===== src/rtl/mac_vec_engine.sv =====
// LANES-wide dot-product engine: 2-stage multiply/saturating-accumulate, valid/ready in and out.
// Result valid two edges after the last accepted beat; stalls on in_valid=0 and holds result while out_ready=0.
module mac_vec_engine #(
  parameter int DATA_WIDTH = 8,
  parameter int LANES      = 4,
  parameter int ACC_WIDTH  = 3*DATA_WIDTH,
  parameter int LEN_WIDTH  = 8
) (
  input  logic                          clk,
  input  logic                          rst_n,
  input  logic                          start,
  input  logic                          cfg_signed,
  input  logic [LEN_WIDTH-1:0]          cfg_len,
  output logic                          busy,
  input  logic                          in_valid,
  output logic                          in_ready,
  input  logic [LANES*DATA_WIDTH-1:0]   a_in,
  input  logic [LANES*DATA_WIDTH-1:0]   b_in,
  output logic                          out_valid,
  input  logic                          out_ready,
  output logic [LANES*ACC_WIDTH-1:0]    acc_out,
  output logic [LANES-1:0]              sat_flag
);

  localparam int PW = 2*DATA_WIDTH;
  localparam int EXT = ACC_WIDTH + 1 - PW;
  localparam logic [LEN_WIDTH-1:0] LEN_ONE = 1;

  typedef enum logic [1:0] {S_IDLE, S_RUN, S_DRAIN, S_OUT} state_t;

  state_t               state_q, state_d;
  logic [LEN_WIDTH-1:0] len_q, cnt_q;
  logic                 sgn_q;
  logic                 prod_vld_q;
  logic                 start_fire, accept, last_beat;

  assign start_fire = (state_q == S_IDLE) && start;
  assign accept     = (state_q == S_RUN) && in_valid;
  assign last_beat  = accept && (cnt_q == len_q - LEN_ONE);

  assign busy      = (state_q != S_IDLE);
  assign in_ready  = (state_q == S_RUN);
  assign out_valid = (state_q == S_OUT);

  always_comb begin
    state_d = state_q;
    case (state_q)
      S_IDLE:  if (start) state_d = (cfg_len == '0) ? S_DRAIN : S_RUN;
      S_RUN:   if (last_beat) state_d = S_DRAIN;
      S_DRAIN: state_d = S_OUT;
      S_OUT:   if (out_ready) state_d = S_IDLE;
      default: state_d = S_IDLE;
    endcase
  end

  always_ff @(posedge clk or negedge rst_n) begin
    if (!rst_n) begin
      state_q    <= S_IDLE;
      len_q      <= '0;
      sgn_q      <= 1'b0;
      cnt_q      <= '0;
      prod_vld_q <= 1'b0;
    end else begin
      state_q    <= state_d;
      prod_vld_q <= accept;
      if (start_fire) begin
        len_q <= cfg_len;
        sgn_q <= cfg_signed;
        cnt_q <= '0;
      end else if (accept) begin
        cnt_q <= cnt_q + LEN_ONE;
      end
    end
  end

  for (genvar g = 0; g < LANES; g++) begin : g_lane
    logic [DATA_WIDTH-1:0] a, b;
    logic [PW-1:0]         ax, bx, prod_d, prod_q;
    logic [ACC_WIDTH-1:0]  acc_q, acc_nxt;
    logic [ACC_WIDTH:0]    acc_ext, prod_ext, sum;
    logic                  sat_q, sat_hit;

    assign a = a_in[g*DATA_WIDTH +: DATA_WIDTH];
    assign b = b_in[g*DATA_WIDTH +: DATA_WIDTH];
    // Low PW bits of the product of extended operands give the exact signed or unsigned product.
    assign ax     = sgn_q ? {{DATA_WIDTH{a[DATA_WIDTH-1]}}, a} : {{DATA_WIDTH{1'b0}}, a};
    assign bx     = sgn_q ? {{DATA_WIDTH{b[DATA_WIDTH-1]}}, b} : {{DATA_WIDTH{1'b0}}, b};
    assign prod_d = ax * bx;

    assign acc_ext  = sgn_q ? {acc_q[ACC_WIDTH-1], acc_q} : {1'b0, acc_q};
    assign prod_ext = sgn_q ? {{EXT{prod_q[PW-1]}}, prod_q} : {{EXT{1'b0}}, prod_q};
    assign sum      = acc_ext + prod_ext;

    always_comb begin
      sat_hit = 1'b0;
      acc_nxt = sum[ACC_WIDTH-1:0];
      if (sgn_q) begin
        if (sum[ACC_WIDTH] != sum[ACC_WIDTH-1]) begin
          sat_hit = 1'b1;
          acc_nxt = sum[ACC_WIDTH] ? {1'b1, {(ACC_WIDTH-1){1'b0}}} : {1'b0, {(ACC_WIDTH-1){1'b1}}};
        end
      end else if (sum[ACC_WIDTH]) begin
        sat_hit = 1'b1;
        acc_nxt = '1;
      end
    end

    always_ff @(posedge clk or negedge rst_n) begin
      if (!rst_n) begin
        prod_q <= '0;
        acc_q  <= '0;
        sat_q  <= 1'b0;
      end else begin
        if (accept) prod_q <= prod_d;
        if (start_fire) begin
          acc_q <= '0;
          sat_q <= 1'b0;
        end else if (prod_vld_q) begin
          acc_q <= acc_nxt;
          if (sat_hit) sat_q <= 1'b1;
        end
      end
    end

    assign acc_out[g*ACC_WIDTH +: ACC_WIDTH] = acc_q;
    assign sat_flag[g] = sat_q;
  end

endmodule


===== config.mk =====
export PLATFORM = sky130hd
export DESIGN_NAME = mac_vec_engine
export DESIGN_NICKNAME = d
export VERILOG_FILES = /design/src/rtl/mac_vec_engine.sv
export SDC_FILE = /design/constraint.sdc
export NUM_CORES = 2
export LEC_CHECK = 0
export BUFFER_PORTS_ARGS = -buffer_cell sky130_fd_sc_hd__buf_4
export CORE_MARGIN = 4
export CORE_UTILIZATION = 65
export CTS_CLUSTER_DIAMETER = 150
export DETAILED_ROUTE_END_ITERATION = 10
export PLACE_DENSITY = 0.85
export RECOVER_POWER = 100
export SETUP_SLACK_MARGIN = 0.4
export SYNTH_ARGS = -nofsm -noshare
export SYNTH_HDL_FRONTEND = slang
export SYNTH_SLANG_ARGS = --single-unit

===== constraint.sdc =====
create_clock -name clk -period 19.73 [get_ports clk]
set_clock_uncertainty 0.2 [all_clocks]
set_input_delay 3.946 -clock clk [delete_from_list [all_inputs] [get_ports clk]]
set_output_delay 3.946 -clock clk [all_outputs]
set_load 0.1 [all_outputs]

==> key figures <==
Placed design
  • Final RePlAce weighted congestion: 0.9404
  • IO Port Bufs: 180
  • Placed cell count: 3642
  • Dpl hpwl: 49930 um

Floorplan
  • Num ports: 181
  • Die height: 209.8 um
  • Core Footprint: 40010 um^2
  • Die area: 44020 um^2
  • Row count: 73
  • Initial Util: 66.17%
  • DIE WIDTH: 209.8 um

Synth
  • Primary FF master, synth: dfrtp_1
  • Warnings from Yosys: 0
  • Synth top area cells: fa_1, dfrtp_1, ha_1
  • Syn nets: 3706
  • Synth Cell Area: 26470 um^2
  • Post-synth top area share: 20.87%
  • Yosys cell types: 81
  • Seq/Total Area, Yosys: 17.39%
  • Synth Area per Inst: 8.745 um^2
  • FFs w/ async S/R, synth: 100.0%
  • Yosys reg bits: 184
  • Post-synth EDFFs: 0
  • Leading area contributor after synthesis: fa_1
  • Post-synthesis instance total: 3027

Drt
  • # DRC: 0
  • 1st-iter DRT viols: 1500
  • Vias per inst: 5.812
  • WL/cell: 17.07 um
  • Post-route ant nets: 0
  • Pre-Repair DR Iteration Count: 5
  • Via count of the routed design: 21347
  • Routed wire length: 62700 um

Layout
  • Net count, final: 3815
  • Antenna Cells: 0
  • Area Growth Syn to Fin: 6.641%
  • Fill count: 3124
  • Most frequent cells in the layout: inv_1, ha_1, nand2_1
  • Commonest non-fill, non-tap cell in the layout: inv_1
  • Final Non-Filler Cells: 3673
  • Reg area: 4606 um^2
  • Area of the multi-input gates: 19650 um^2
  • Ratio of cells with drive above 1 in the final layout: 3.939%

Global route
  • GRT overflow: 0
  • Largest net degree at the start of global routing: 115
  • Tot GR Track Use: 29.01%
  • Vias in the first global route: 22601
  • Initial antenna violation count: 0
  • First-pass GRT wire length: 106800 um

Setup path
  • Critical path's slowest cell: clkbuf_1
  • WP data required: 18980 ps
  • Crit path largest cell delay: 4130 ps
  • Worst path top cell family by delay: buffers and inverters
  • Worst path bufs/invs: 2
  • WS Path Type: in2async
  • Endpoint class of the critical path: async pin
  • CP startpoint kind: input port
  • Critical Path, Cell by Cell: clkbuf_1 -> clkbuf_1
  • CP max FO: 114
  • Most used cell, CP: clkbuf_1
  • Critical path data arrival time: 11090 ps

STA
  • Slew headroom: -304.2%
  • Peak Freq: 0.08449 GHz
  • Setup TNS: 0 ps
  • # setup viols final: 0
  • Worst-margin pin slew: 6063 ps
  • Final min period: 11840 ps
  • Period utilisation layout: 59.99%
  • Hold Fails Final Rpt: 0
  • Max-slew violations: 418
  • Unrepaired setup endpoints after global routing: false

Clock network
  • Skew-Pair Late Insertion Delay: 460 ps
  • # Post-CTS Setup Buffers: 0
  • CTS buffer count: 17
  • Clock buffer depth: 2
  • CTS Sinks: 184
  • CTS H-Tree Depth: 4
  • Resized cells post-CTS: 0
  • Clock Tree Root: clkbuf_16
  • Worst-path clk slew: 70 ps
  • CTS tree: built
  • Cts hold-fix bufs: 0

Flow run
  • Maxcap violations: 6

Hold path
  • Min-delay worst type: reg2reg

Outcome
  • Status: finished, violations left
  • Failing checks: max-capacitance violations, max-slew violations
[worst reg2reg max path: cells and delay by family (launching register included)]
| kind | cells | cell delay, ps |
|---|---|---|
| AOI/OAI and AO/OA | 8 | 4500 |
| buffers and inverters | 2 | 3530 |
| and+or+nand+nor | 3 | 1230 |
| adders and majority gates | 2 | 680 |
| DFF | 1 | 340 |
| xor gates and xnor gates | 1 | 170 |
[flip-flops by register name, indices dropped and copies added (netlist names)]
signal / count
g_lane.prod_q: 64
state_q: 2
prod_vld_q: 1
cnt_q: 8
g_lane.sat_q: 4
g_lane.acc_q: 96
len_q: 8
sgn_q: 1
[metrics by stage]
| stage | area, um^2 | setup slack, ps | utilization (%) | hold WS, ps |
|---|---|---|---|---|
| after detailed placement | 28160 | 10400 | 70.39 | 267.4 |
| final | 28230 | 7894 | 70.56 | 279.2 |
| after global routing | 28230 | 6006 | 70.56 | 298.4 |
| after floorplan | 26470 | 10790 | - | 242.8 |
| after global placement | 28160 | 10610 | 70.39 | 258.5 |
| after CTS | 28750 | 10880 | 71.86 | 283.9 |
[per-layer routing]
layer	wire, um	global-route usage, %	up-vias
met1	26320	36.88	10497
li1	-	-	10049
met3	3801	5.531	138
met2	30650	49.80	663
met5	0	0	-
met4	1928	10.28	0
[path summary, 6_finish.rpt]
check | startpoint | to | slack, ps | depth (start not counted)
worst max-delay path | rst_n | sgn_q$_DFFE_PN0P_ | 7890 | 2
worst min-delay path | g_lane[2].prod_q[0]$_DFFE_PN0P_ | g_lane[2].prod_q[0]$_DFFE_PN0P_ | 280 | 2
worst max register to register | sgn_q$_DFFE_PN0P_ | g_lane[3].acc_q[22]$_DFFE_PN0P_ | 8970 | 16
worst min register to register | g_lane[2].prod_q[0]$_DFFE_PN0P_ | g_lane[2].prod_q[0]$_DFFE_PN0P_ | 280 | 2
max in group clk | sgn_q$_DFFE_PN0P_ | g_lane[3].acc_q[22]$_DFFE_PN0P_ | 8970 | 16
min in group asynchronous | rst_n | g_lane[0].acc_q[20]$_DFFE_PN0P_ | 5520 | 1
[final cells by class]
type                    instances  area share, %
repair buffers                187          3.417
clock buffers                  17          1.507
well taps                     525          2.327
multi-input cells            2276          69.61
flip-flops and latches        184          16.32
clock inverters                14         0.5718
inverters                     470          6.250
[synth_stat cells (18+ instances only)]
cell type	number
a21o_1	58
clkbuf_1	84
nor2_1	137
and2_1	234
and3_1	41
o21bai_1	20
a31oi_1	18
a21oi_1	114
dfrtp_1	184
xnor2_1	170
nor3_1	28
nand2b_1	20
nand3_1	58
a211oi_1	20
a22o_1	45
inv_1	468
o21ai_0	130
fa_1	276
xor2_1	83
nand2_1	314
ha_1	325
[kinds of logic (layout without fill, tap and decap cells)]
| logic type | after synthesis | count (layout) | share of synthesized area, % |
|---|---|---|---|
| multiplexers | 8 | 8 | 0.3214 |
| AO/OA/AOI/OAI | 517 | 517 | 12.85 |
| flip-flops | 184 | 184 | 17.39 |
| adder cells (fa/ha/maj) | 602 | 602 | 36.27 |
| AND/OR/NAND/NOR | 896 | 896 | 16.61 |
| buffers and inverters | 567 | 688 | 8.182 |
| XOR/XNOR | 253 | 253 | 8.371 |
Power is left out: the tool's default activity adds up to more than one toggle a clock period on the data nets, which glitch-free logic cannot reach.
